`src/rtl/lsu_pkg.sv`:
```
// Shared types and constants for the load/store memory stage.
// Covers FSM states, RISC-V funct3 size codes, fault causes and the byte-mask helper.
package lsu_pkg;

    typedef enum logic [2:0] {
        S_IDLE,
        S_CHECK,
        S_REQ,
        S_WAIT,
        S_DONE
    } lsu_state_e;

    localparam logic [2:0] F3_B   = 3'b000;
    localparam logic [2:0] F3_H   = 3'b001;
    localparam logic [2:0] F3_W   = 3'b010;
    localparam logic [2:0] F3_D   = 3'b011;
    localparam logic [2:0] F3_BU  = 3'b100;
    localparam logic [2:0] F3_HU  = 3'b101;
    localparam logic [2:0] F3_WU  = 3'b110;
    localparam logic [2:0] F3_BAD = 3'b111;

    localparam logic [2:0] CAUSE_NONE       = 3'd0;
    localparam logic [2:0] CAUSE_MISALIGNED = 3'd1;
    localparam logic [2:0] CAUSE_BUS_ERR    = 3'd2;
    localparam logic [2:0] CAUSE_TIMEOUT    = 3'd3;
    localparam logic [2:0] CAUSE_ILLEGAL    = 3'd4;

    // Byte-lane mask for an access size encoded in funct3[1:0].
    function automatic logic [7:0] size_mask(input logic [1:0] size);
        case (size)
            2'b00:   return 8'h01;
            2'b01:   return 8'h03;
            2'b10:   return 8'h0F;
            default: return 8'hFF;
        endcase
    endfunction

endpackage

```
`src/rtl/lsu_extend.sv`:
```
// Selects the addressed bytes of a bus read word and sign/zero-extends them to XLEN.
module lsu_extend
    import lsu_pkg::*;
#(
    parameter int XLEN = 32
) (
    input  logic [XLEN-1:0]              rsp_data,
    input  logic [$clog2(XLEN/8)-1:0]    off,
    input  logic [2:0]                   funct3,
    output logic [XLEN-1:0]              data
);

    logic [XLEN-1:0] shifted;

    always_comb begin
        shifted = rsp_data >> {off, 3'b000};
        data    = '0;
        case (funct3)
            F3_B:    data = XLEN'($signed(shifted[7:0]));
            F3_H:    data = XLEN'($signed(shifted[15:0]));
            F3_W:    data = XLEN'($signed(shifted[31:0]));
            F3_D:    data = shifted;
            F3_BU:   data = XLEN'(shifted[7:0]);
            F3_HU:   data = XLEN'(shifted[15:0]);
            F3_WU:   data = XLEN'(shifted[31:0]);
            default: data = '0;
        endcase
    end

endmodule

```
`src/rtl/lsu_mem_stage.sv`:
```
// Memory-stage load/store unit: checks size/alignment, issues one valid/ready bus
// request with lane-aligned data and strobes, and returns an extended result or fault.
module lsu_mem_stage
    import lsu_pkg::*;
#(
    parameter int XLEN    = 32,
    parameter int ADDR_W  = 32,
    parameter int TIMEOUT = 256
) (
    input  logic                clk,
    input  logic                rst_n,
    input  logic                op_valid,
    input  logic                op_we,
    input  logic [2:0]          op_funct3,
    input  logic [ADDR_W-1:0]   op_addr,
    input  logic [XLEN-1:0]     op_wdata,
    output logic                op_ready,
    output logic                done,
    output logic                fault,
    output logic [2:0]          fault_cause,
    output logic [XLEN-1:0]     load_data,
    output logic                bus_req_valid,
    input  logic                bus_req_ready,
    output logic                bus_req_we,
    output logic [ADDR_W-1:0]   bus_req_addr,
    output logic [XLEN-1:0]     bus_req_wdata,
    output logic [XLEN/8-1:0]   bus_req_strb,
    input  logic                bus_rsp_valid,
    input  logic [XLEN-1:0]     bus_rsp_data,
    input  logic                bus_rsp_err
);

    localparam int STRB_W = XLEN / 8;
    localparam int OFF_W  = $clog2(STRB_W);
    localparam int CNT_W  = (TIMEOUT > 1) ? $clog2(TIMEOUT) : 1;

    if (XLEN != 32 && XLEN != 64) begin : g_xlen_check
        $error("lsu_mem_stage: XLEN must be 32 or 64");
    end

    lsu_state_e          state;
    logic                we_q;
    logic [2:0]          f3_q;
    logic [ADDR_W-1:0]   addr_q;
    logic [XLEN-1:0]     wdata_q;
    logic [CNT_W-1:0]    cnt;

    logic [OFF_W-1:0]    off;
    logic                illegal;
    logic                misaligned;
    logic [STRB_W-1:0]   strb_next;
    logic [XLEN-1:0]     ext_data;

    assign off      = addr_q[OFF_W-1:0];
    assign op_ready = (state == S_IDLE);

    always_comb begin
        illegal = (f3_q == F3_BAD) || (we_q && f3_q[2]) ||
                  ((XLEN == 32) && (f3_q == F3_D || f3_q == F3_WU));
        case (f3_q[1:0])
            2'b01:   misaligned = addr_q[0];
            2'b10:   misaligned = |addr_q[1:0];
            2'b11:   misaligned = |addr_q[2:0];
            default: misaligned = 1'b0;
        endcase
        strb_next = we_q ? (STRB_W'(size_mask(f3_q[1:0])) << off) : {STRB_W{1'b1}};
    end

    lsu_extend #(.XLEN(XLEN)) u_extend (
        .rsp_data (bus_rsp_data),
        .off      (off),
        .funct3   (f3_q),
        .data     (ext_data)
    );

    // A response in the same cycle as the timeout is checked first, so it wins.
    always_ff @(posedge clk or negedge rst_n) begin
        if (!rst_n) begin
            state         <= S_IDLE;
            we_q          <= 1'b0;
            f3_q          <= 3'b000;
            addr_q        <= '0;
            wdata_q       <= '0;
            cnt           <= '0;
            done          <= 1'b0;
            fault         <= 1'b0;
            fault_cause   <= CAUSE_NONE;
            load_data     <= '0;
            bus_req_valid <= 1'b0;
            bus_req_we    <= 1'b0;
            bus_req_addr  <= '0;
            bus_req_wdata <= '0;
            bus_req_strb  <= '0;
        end else begin
            done <= 1'b0;
            case (state)
                S_IDLE: begin
                    if (op_valid) begin
                        we_q    <= op_we;
                        f3_q    <= op_funct3;
                        addr_q  <= op_addr;
                        wdata_q <= op_wdata;
                        state   <= S_CHECK;
                    end
                end
                S_CHECK: begin
                    if (illegal) begin
                        state       <= S_DONE;
                        done        <= 1'b1;
                        fault       <= 1'b1;
                        fault_cause <= CAUSE_ILLEGAL;
                    end else if (misaligned) begin
                        state       <= S_DONE;
                        done        <= 1'b1;
                        fault       <= 1'b1;
                        fault_cause <= CAUSE_MISALIGNED;
                    end else begin
                        state         <= S_REQ;
                        bus_req_valid <= 1'b1;
                        bus_req_we    <= we_q;
                        bus_req_addr  <= {addr_q[ADDR_W-1:OFF_W], {OFF_W{1'b0}}};
                        bus_req_wdata <= wdata_q << {off, 3'b000};
                        bus_req_strb  <= strb_next;
                    end
                end
                S_REQ: begin
                    if (bus_req_ready) begin
                        bus_req_valid <= 1'b0;
                        cnt           <= '0;
                        state         <= S_WAIT;
                    end
                end
                S_WAIT: begin
                    if (bus_rsp_valid) begin
                        state       <= S_DONE;
                        done        <= 1'b1;
                        fault       <= bus_rsp_err;
                        fault_cause <= bus_rsp_err ? CAUSE_BUS_ERR : CAUSE_NONE;
                        if (!bus_rsp_err && !we_q) begin
                            load_data <= ext_data;
                        end
                    end else if (TIMEOUT != 0 && cnt == CNT_W'(TIMEOUT - 1)) begin
                        state       <= S_DONE;
                        done        <= 1'b1;
                        fault       <= 1'b1;
                        fault_cause <= CAUSE_TIMEOUT;
                    end else begin
                        cnt <= cnt + CNT_W'(1);
                    end
                end
                S_DONE: begin
                    state       <= S_IDLE;
                    fault       <= 1'b0;
                    fault_cause <= CAUSE_NONE;
                end
                default: state <= S_IDLE;
            endcase
        end
    end

endmodule

```
`config.mk`:
```
export PLATFORM = sky130hd
export DESIGN_NAME = lsu_mem_stage
export DESIGN_NICKNAME = d
export VERILOG_FILES = /design/src/rtl/lsu_pkg.sv /design/src/rtl/lsu_extend.sv /design/src/rtl/lsu_mem_stage.sv
export SDC_FILE = /design/constraint.sdc
export NUM_CORES = 1
export LEC_CHECK = 0
export CAP_MARGIN = 20
export CORE_UTILIZATION = 45
export CTS_CLUSTER_SIZE = 24
export DETAILED_ROUTE_END_ITERATION = 6
export PLACE_DENSITY = 0.85
export SKIP_LAST_GASP = 1
export SLEW_MARGIN = 30
export SYNTH_ARGS = -nofsm -noshare
export SYNTH_HDL_FRONTEND = slang
export SYNTH_SLANG_ARGS = --single-unit
```
`constraint.sdc`:
```
create_clock -name clk -period 2.4 [get_ports clk]
set_input_delay 0.24 -clock clk [delete_from_list [all_inputs] [get_ports clk]]
set_output_delay 0.24 -clock clk [all_outputs]
set_load 0.1 [all_outputs]
```
Word-level counts from Yosys, hierarchy flattened
Cells that the tools add are included.
{"block": "totals", "memories": 0, "word_cells": 102, "mem_bits_ro": 0, "latchBits": 0, "input_bits": 106, "out_inout_bits": 108, "ram_bits": 0, "register_bits": 184}
{"block": "classes", "n_bitwise": 2, "n_reduce_logical": 23, "eq_ne": 23, "muxes": 35, "multipliers": 0, "n_div": 0, "order_cmp": 0, "shifts": 3, "add_sub_neg": 1}
{"operator": "$pmux 32 s5", "count": 1}
{"operator": "$shl 32x5->32", "count": 1}
{"operator": "$shr 32x5->32", "count": 1}
{"operator": "$mux 3", "count": 10}
{"operator": "$mux 8", "count": 3}
{"operator": "$pmux 8 s2", "count": 1}
{"operator": "$eq 3x3->1 const B", "count": 5}
{"operator": "$eq 3x2->1 const B", "count": 4}
{"operator": "$ne 2x2->1 const B", "count": 6}
{"operator": "$pmux 3 s4", "count": 1}
{"operator": "$pmux 4 s3", "count": 1}
{"operator": "$reduce_and 3->1", "count": 4}
{"operator": "$mux 1", "count": 11}
{"operator": "$pmux 3 s3", "count": 1}
{"operator": "$add 8x1->8 const B", "count": 1}
{"operator": "$eq 8x8->1 const B", "count": 1}
{"operator": "$reduce_and 4->1", "count": 2}
{"operator": "$eq 3x1->1 const B", "count": 2}
{"operator": "$logic_not 3->1", "count": 2}
{"operator": "$ne 3x3->1 const B", "count": 2}
{"operator": "$pmux 1 s3", "count": 2}
{"operator": "$reduce_or 3->1", "count": 2}
{"operator": "$eq 2x2->1 const B", "count": 2}
{"operator": "$mux 4", "count": 1}
{"operator": "other kinds (13)", "count": 20}

Depth between registers and ports, before layout
{"block": "logic_depth", "word_depth": 5, "ltp_mapped": 8, "depth_no_buf": 6}

Hierarchy
A second synthesis with hierarchy kept.
{"block": "hier_totals", "cells_unflattened": 668, "area_unflattened_um2": 8516.9}
{"mod": "lsu_mem_stage", "cells_each": 560, "n_inst": 1, "seq_area_each_um2": 4604.4, "area_per_inst_um2": 7704.9}
{"mod": "lsu_extend", "cells_each": 108, "n_inst": 1, "seq_area_each_um2": 0.0, "area_per_inst_um2": 812.0}

Least setup slack after synthesis
OpenSTA, ideal clock, no wires.
{"block": "synth_timing", "path_kind": "reg2reg", "startpoint": "register state[0]", "endpoint": "register addr_q[13]", "path_slack_ps": -1369, "t_arrival_ps": 3644, "path_stages_with_launch": 7, "required_ps": 2275, "path_cell_list": "dfrtp_1 > nor3_1 > and2_1 > buf_2 > buf_4 > buf_2 > mux2_2"}
{"block": "synth_via", "elab_chain_cells": 2}
{"element": "start: declaration", "line": "lsu_mem_stage.sv:41", "rtl": "lsu_state_e state;"}
{"element": "start signal: assignment", "line": "lsu_mem_stage.sv:79", "rtl": "state <= S_IDLE;"}
{"element": "start signal: assignment", "line": "lsu_mem_stage.sv:103", "rtl": "state <= S_CHECK;"}
{"element": "start signal: assignment", "line": "lsu_mem_stage.sv:108", "rtl": "state <= S_DONE;"}
{"element": "$logic_not 3->1"}
{"element": "net op_ready", "line": "lsu_mem_stage.sv:17", "rtl": "output logic op_ready,"}
{"element": "$reduce_and 2->1 (no source line)"}
{"element": "end signal: assignment", "line": "lsu_mem_stage.sv:101", "rtl": "addr_q <= op_addr;"}
{"element": "end: declaration", "line": "lsu_mem_stage.sv:44", "rtl": "logic [ADDR_W-1:0] addr_q;"}
The timed path passes the listed nets, and every way through them passes these cells.
A chain may end at the register's enable or synchronous reset.

Final worst setup path
{"block": "layout_timing", "startpoint": "register state[1]", "endpoint": "register load_data[21]"}
{"block": "layout_via", "elab_chain_cells": 2}
{"element": "$eq 3x2->1", "line": "lsu_mem_stage.sv:96", "rtl": "case (state)"}
{"element": "$reduce_and 3->1 (no source line)"}
{"element": "end signal: assignment", "line": "lsu_mem_stage.sv:140", "rtl": "load_data <= ext_data;"}
{"element": "end: declaration", "line": "lsu_mem_stage.sv:21", "rtl": "output logic [XLEN-1:0] load_data,"}
Every way passes these cells.

==> results_dict.tcl <==
set metrics [dict create \
    grt_pass1_wl_mm 32.3 \
    cts_setup_buffers 0 \
    netlist_instances 772 \
    rsz0062_at_grt "false" \
    drc 0 \
    fin_crit_ns 2.21 \
    whs_ns 0.360 \
    placed_cells 1180 \
    r2r_end "load_data[21]" \
    groute.usage.overall 0.225 \
    antenna_left 0 \
    finalNonFillerCells 1213 \
    dp_slack_ns 0.251 \
    area_delta_synth_final_pct 33.3 \
    clock_latency_ns 0.44 \
    yosysWarnings 0 \
    io_buffers 211 \
    cts_tree "built" \
    cp.buffers_inverters 0 \
    slowest_stage "nor4_4" \
    route.vias.total 6496 \
    fp.dieW_um 137 \
    wl_per_cell_um 17.1 \
    maxSlewHeadroom 0.432 \
    io_pins 214 \
    gp_congestion 0.872 \
    first_global_vias 6268 \
    antenna_found_initial 0 \
    endpoint_kind "register" \
    clock_path_buffers 2 \
    hpwlAfterDp_mm 14.5 \
    drtIter0Drc 445 \
    wl_met3_mm 1.84 \
    yosysUniqueCellTypes 49 \
    cts_root_buffer "clkbuf_16" \
    clock-sinks 184 \
    ff2ff_path_depth 4 \
    synthFlopType "dfrtp_1" \
    start_util 0.459 \
    r2r-start "state[1]" \
    slew_viol_final 0 \
    finalCritPeriodShare 0.922 \
    gr-total-overflow 0 \
    crit_type "reg -> reg" \
    skew_ns 0.0163 \
    fp-row-count 49 \
    hold_class "in -> async" \
    numCtsBuffers 17 \
    synth_area_sq_um 8250 \
    dr_wl_met2_mm 9.63 \
    met1_length_mm 8.89 \
    cts-htree-levels 4 \
    antenna_cells 0 \
    finalSetupViolCount 0 \
    die-area_sq_um 18900 \
    cp_max_fo 16 \
    arrival_ns 2.58 \
    synth-async-reset-ratio 1.00 \
    clk_transition_reported_paths_ns 0.07 \
    yosysSeqAreaShare 0.558 \
    post-route-worst-setup-slack_ns 0.186 \
    cp_top_family "simple AND/OR/NAND/NOR gates" \
    max_freq_ghz 0.452 \
    hold_violations 0 \
    setup_tns_ns 0 \
    crit_required_ns 2.77 \
    path_cells "nand3b_1 > or3_1 > nor4_4 > a221o_1" \
    via_per_inst 5.36 \
    drt-total-wl_mm 20.8 \
    maxCapViolCount 0 \
    outcome "finished clean" \
    startpoint_type "register" \
    fp.dieH_um 137 \
    worst_slew_pin_slew_ns 0.846 \
    routed.top_layer "met4" \
    drive_gt1_frac 0.259 \
    core_sq_um 18000 \
    avgSynthCellArea_sq_um 10.7 \
    ys_seq_elements 184 \
    layout.nets 1078 \
    r2r_slack_ns 0.19 \
    slowest_delay_ns 0.67 \
    synth-edff-count 0 \
    drt_pass1_iterations 5 \
    grt_max_degree 64 \
]
==> area by class of cell <==
cell class | instances | area [sq um]
fill | 1502 | 6960
clock buffer | 17 | 425
clock inverter | 15 | 211
sequential | 184 | 4610
timing repair buffer | 237 | 2110
inverter | 10 | 37.5
multi-input combinational | 521 | 3330
tap | 229 | 287
==> synthesized netlist by cell type (8+ instances only) <==
cell type / n / area share
nand2_1: 193 / 0.088
dfrtp_1: 184 / 0.56
mux2_2: 76 / 0.10
o21ai_0: 40 / 0.024
mux2i_1: 36 / 0.044
nor2_1: 33 / 0.015
buf_2: 28 / 0.017
a21oi_1: 27 / 0.016
clkbuf_1: 18 / 0.0082
nand3_1: 15 / 0.0091
a211oi_1: 11 / 0.010
inv_1: 10 / 0.0045
nor2b_1: 10 / 0.0076
a211o_1: 8 / 0.0085
a221o_1: 8 / 0.0097
a22o_1: 8 / 0.0085
o31ai_1: 8 / 0.0073
==> repair_timing <==
item | 4_1_cts | 5_1_grt
resized for setup | 0 | 0
hold buffers | 1 | 0
endpoints found under the setup margin | 0 | 0
endpoints found under the hold margin | 60 | 0
==> layout by cell type (no fill, tap or decap), types with 15 or more instances in the layout <==
master	instances
a21oi_1	27
buf_4	126
clkbuf_16	17
clkdlybuf4s50_1	104
dfrtp_1	182
mux2_2	76
mux2i_1	36
nand2_1	193
nand3_1	15
nor2_1	33
o21ai_0	40
==> worst max-delay path by stage <==
stage | cells past startpoint | to | start | slack [ns]
global placement | 5 | load_data[22] | bus_rsp_valid | 0.26
CTS | 4 | load_data[22] | state[1] | 0.23
detailed placement | 5 | load_data[23] | bus_rsp_valid | 0.25
finish | 4 | load_data[21] | state[1] | 0.19
global route | 4 | load_data[20] | state[1] | 0.05
floorplan | 6 | addr_q[13] | state[0] | 0.05
==> flip-flops by register name (all words and copies together), names as in the netlist <==
register	flops
addr_q	32
bus_req_addr	30
bus_req_valid	1
load_data	32
we_q	1
bus_req_wdata	32
fault_cause	3
fault	1
state	3
done	1
f3_q	3
bus_req_strb	4
cnt	8
bus_req_we	1
wdata_q	32
==> per-layer routing <==
| layer | vias up | GRT usage |
|---|---|---|
| li1 | 3039 | - |
| met1 | 3171 | 0.299 |
| met2 | 253 | 0.349 |
| met3 | 33 | 0.0648 |
| met4 | 0 | 0.0818 |
| met5 | - | 0 |
==> worst register-to-register path, stage by stage (launching register included) <==
cell	delay (ns)
dfrtp_1	0.60
nand3b_1	0.20
or3_1	0.47
nor4_4	0.67
a221o_1	0.21
==> logic make-up (layout without fill, tap and decap cells) <==
group,count (synthesis),count (layout),share of synthesized area
adder cells (fa/ha/maj),1,1,0.00152
multiplexers,114,114,0.153
AO/OA/AOI/OAI,126,126,0.101
buffers and inverters,68,279,0.0420
AND/OR/NAND/NOR,275,275,0.141
flip-flops,184,184,0.558
XOR/XNOR,3,3,0.00318
other,1,2,0.000454
==> through the flow <==
stage                util  instance area (sq um)
global placement    0.577                  10400
CTS                 0.613                  11000
detailed placement  0.577                  10400
floorplan               -                   8270
finish              0.613                  11000
global route        0.613                  11000
Power is not shown: default switching activity piles up to over one toggle a cycle in this logic, so the estimate is an artifact.
==> edit 1, RTL diff (config.mk and constraints unchanged) <==
Re-encode `lsu_state_e` (5 states) as one-hot, 5 bits wide.
--- a/src/rtl/lsu_pkg.sv
+++ b/src/rtl/lsu_pkg.sv
@@ -2,12 +2,12 @@
 // Covers FSM states, RISC-V funct3 size codes, fault causes and the byte-mask helper.
 package lsu_pkg;
 
-    typedef enum logic [2:0] {
-        S_IDLE,
-        S_CHECK,
-        S_REQ,
-        S_WAIT,
-        S_DONE
+    typedef enum logic [4:0] {
+        S_IDLE  = 5'b00001,
+        S_CHECK = 5'b00010,
+        S_REQ   = 5'b00100,
+        S_WAIT  = 5'b01000,
+        S_DONE  = 5'b10000
     } lsu_state_e;
 
     localparam logic [2:0] F3_B   = 3'b000;
Function: no difference found for any inputs over 4 cycles, from zero or initial values and one cycle with rst_n low; so few cycles prove little.
==> edit 1 against the original RTL <==
Design area grew 0.83%; sequential cell count up 2; die area about the same; synthesized cell count is 13% lower; synthesized area is essentially flat; first-iteration DRC count down 39%; clock skew is 0.0077 ns lower; worst setup slack gained 0.050 ns; critical path depth decreased by 1; wire length is 1.2% lower; critical endpoint is now op_ready.
Power is not shown: default switching activity piles up to over one toggle a cycle in this logic, so the estimate is an artifact.
==> edit 1: results (changes against the original RTL) <==
* Final cell count without fillers at 1126 (was 1213)
* Top post-synthesis cells by area: dfrtp_1, mux2_2, mux2i_1, nand2_1, o21ai_0 (was dfrtp_1, mux2_2, nand2_1, mux2i_1, o21ai_0)
* WL/cell at 18.2 um (was 17.1 um)
* Setup Skew at 0.00868 ns (was 0.0163 ns)
* Nets@finish at 993 (was 1078)
* DPL Wire Length at 14.6 mm (was 14.5 mm)
* Placed cell area at 0.0105 mm^2 (was 0.0104 mm^2)
* P&R area growth vs syn at 34.3% (was 33.3%)
* Synth Instances at 675 (was 772)
* Gr usage total at 0.221 (was 0.225)
* Status: complete, no violations (unchanged)
* Commonest cells in the netlist: dfrtp_1, mux2_2, nand2_1, mux2i_1, o21ai_0 (was nand2_1, dfrtp_1, mux2_2, o21ai_0, mux2i_1)
* Sequential area share after synthesis at 0.564 (was 0.558)
* Post-synth cell types at 51 (was 49)
* Ys flop type: dfrtp_1 (unchanged)
* H-tree Lvls at 4 (unchanged)
* Worst-Skew Late Latency at 0.42 ns (was 0.44 ns)
* Starting DRC count in detailed routing at 273 (was 445)
* CP Data Arrival Time at 1.92 ns (was 2.58 ns)
* Fillcell total at 1432 (was 1502)
* Dpl ws at 0.228 ns (was 0.251 ns)
* RD Place Congestion at 0.812 (was 0.872)
* Detailed-router iteration count before antenna repair at 4 (was 5)
* Share of layout cells above drive strength 1 at 0.323 (was 0.259)
* Worst Max-Slew Pin Slew at 0.730 ns (was 0.846 ns)
* CP max FO at 8 (was 16)
* Share of the synthesized area in the top cell type at 0.560 (was 0.558)
* Asr flop ratio synth at 1.00 (unchanged)
* Routed vias at 6118 (was 6496)
* Largest net degree at the start of global routing at 96 (was 64)
* Initial antenna violation count at 0 (unchanged)
* First-pass GRT wire length at 31.7 mm (was 32.3 mm)
-- edit 1: changes by cell type in the layout (fill, tap and decap cells not counted), sizes merged, moves of 7 or more --
cell    unedited run  this run
nand3             15         8
mux2              76       116
nand2b             1         8
nor2              33        25
a211o              8         1
a221o              8        15
nand2            193        62
-- edit 1: repair_timing --
action,CTS,global route
setup endpoints to repair,0,0
buffers inserted,0,0
endpoints found under the hold margin,67,0
hold buffers,1,0
-- edit 1: logic make-up after synthesis --
logic type      share of synthesized area
compound gates                      0.108
fa+ha+maj                         0.00151
xor+xnor                          0.00106
mux                                 0.214
simple gates                       0.0819
buf+inv                            0.0292
other cells                      0.000454
flops                               0.564
-- edit 1: path summary, 6_finish.rpt --
path	from	endpoint	slack, ns	cells past startpoint
min in group clk	op_addr[19]	addr_q[19]	0.42	2
hold reg to reg	bus_req_wdata[8]	bus_req_wdata[8]	0.48	2
max in group asynchronous	rst_n	addr_q[3]	1.20	3
hold / removal	rst_n	bus_req_wdata[20]	0.39	2
setup / recovery	state[1]	op_ready	0.24	3
setup reg to reg	state[1]	addr_q[24]	0.33	5
-- edit 1: through the flow --
stage	TNS (ns)	hold slack, ns
after detailed placement	0	0.301
after CTS	0	0.411
after global placement	0	0.290
final	0	0.392
after floorplan	-10.63	-0.0556
after global routing	0	0.418
-- edit 1: cell type report --
type	instances	share of cell area
Timing Repair Buffer	236	0.191
Clock inverter	8	0.00970
Sequential cell	186	0.420
Multi-Input combinational cell	437	0.307
Clock buffer	22	0.0445
Tap cell	229	0.0258
Inverter	8	0.00271
-- edit 1: routing by layer --
metal | part of all wire | vias up | track usage
met5 | 0 | - | 0
met4 | 0.019 | 0 | 0.0824
met3 | 0.073 | 28 | 0.0629
met2 | 0.48 | 203 | 0.353
met1 | 0.42 | 3025 | 0.283
li1 | - | 2862 | -
-- edit 1: worst max-delay path, cell delays in order (launching register included) --
cell	delay, ns
dfrtp_1	0.48
or3_4	0.43
nor3b_4	0.37
buf_12	0.23
==> edit 2, RTL diff (config.mk and constraints unchanged) <==
Without the edit above. `TIMEOUT`: 256 -> 128.
--- a/src/rtl/lsu_mem_stage.sv
+++ b/src/rtl/lsu_mem_stage.sv
@@ -5,7 +5,7 @@
 #(
     parameter int XLEN    = 32,
     parameter int ADDR_W  = 32,
-    parameter int TIMEOUT = 256
+    parameter int TIMEOUT = 128
 ) (
     input  logic                clk,
     input  logic                rst_n,
Function: same outputs for any inputs over 4 cycles, from zero or initial values and one cycle with rst_n low; that may be too few to reach the edited logic, so the function may still have changed.
==> edit 2 against the original RTL <==
Synthesized area shrank 1.9%; wire length shrank 2.2%; critical path depth is the same; hold slack lost 0.024 ns; sequential cell count shrank 1; design area shrank 1.3%; final cell count shrank 7.6%; worst setup slack gained 0.18 ns; sequential share of layout area grew 0.34 points; count of clock-buffer cells in the layout grew 6; non-clock buffer count shrank 2; critical path type unchanged; largest cell class unchanged.
Power is left out: the tool's default activity adds up to more than one toggle a clock period on the data nets, which glitch-free logic cannot reach.
==> edit 2: results (changes against the original RTL) <==
* DR WL met2 at 9.69 mm (was 9.63 mm)
* Top delay family on crit path: compound AO/OA/AOI/OAI gates (was simple AND/OR/NAND/NOR gates)
* Share of layout cells above drive strength 1 at 0.319 (was 0.259)
* Placed cell area at 0.0102 mm^2 (was 0.0104 mm^2)
* Max layer used: met5 (was met4)
* Top post-synthesis cells by area: dfrtp_1, mux2_2, mux2i_1, nand2_1, o21ai_0 (was dfrtp_1, mux2_2, nand2_1, mux2i_1, o21ai_0)
* Status: complete, no violations (unchanged)
* Largest net degree at the start of global routing at 63 (was 64)
* Worst-Skew Late Latency at 0.42 ns (was 0.44 ns)
* Starting DRC count in detailed routing at 321 (was 445)
* First-pass GRT wire length at 31.9 mm (was 32.3 mm)
* Total wire length at 20.3 mm (was 20.8 mm)
* DPL Wire Length at 14.7 mm (was 14.5 mm)
* Dpl ws at 0.119 ns (was 0.251 ns)
* Fillcell total at 1378 (was 1502)
* Routed vias at 6034 (was 6496)
* Gr usage total at 0.225 (about the same)
* Wl on met1 at 8.34 mm (was 8.89 mm)
* Initial antenna violation count at 1 (was 0)
* Max-slew headroom at 0.567 (was 0.432)
* Routed wl met3 at 1.73 mm (was 1.84 mm)
* Post-synth cell types at 51 (was 49)
* CP max stage cell: dfrtp_2 (was nor4_4)
* CP Data Arrival Time at 2.29 ns (was 2.58 ns)
* Detailed-router iteration count before antenna repair at 6 (was 5)
-- edit 2: cell count changes after synthesis, sizes merged, moves of 8 or more --
cell    change
a221o       -8
a22oi       +8
o211ai      +8
nand2     -120
nand3       -9
mux2       +41
buf        -17
-- edit 2: cells by family (layout without fill, tap and decap cells) --
logic type,Yosys count,in the layout,synth area share
simple gates,150,150,0.0855
compound gates,137,137,0.111
buf+inv,55,272,0.0309
flops,183,183,0.566
other cells,1,2,0.000463
mux,150,150,0.204
fa+ha+maj,1,1,0.00155
xor+xnor,1,1,0.00108
-- edit 2: final timing paths --
path	from	end	slack, ns
min reg2reg	bus_req_wdata[14]	bus_req_wdata[14]	0.48
max in group asynchronous	rst_n	bus_req_addr[22]	1.35
min	rst_n	load_data[6]	0.34
min in group clk	op_wdata[15]	wdata_q[15]	0.43
max reg2reg	addr_q[0]	load_data[26]	0.36
max	addr_q[0]	load_data[26]	0.36
-- edit 2: area by class of cell --
| class | instances | area [um^2] | share of cell area |
|---|---|---|---|
| inverter | 7 | 26.3 | 0.00242 |
| tap | 225 | 282 | 0.0259 |
| clock buffer | 23 | 488 | 0.0449 |
| sequential | 183 | 4580 | 0.422 |
| multi-input combinational | 441 | 3290 | 0.303 |
| clock inverter | 7 | 119 | 0.0109 |
| timing repair buffer | 235 | 2070 | 0.191 |
-- edit 2: layer usage --
layer,vias to the layer above,GRT usage
met2,234,0.354
met3,37,0.0757
met5,-,0
met1,2938,0.285
li1,2823,-
met4,2,0.0877
-- edit 2: per-stage QoR --
stage	utilization	std cells
CTS	0.623	1121
finish	0.623	1121
detailed placement	0.588	1090
floorplan	-	679
global route	0.623	1121
global placement	0.588	1090
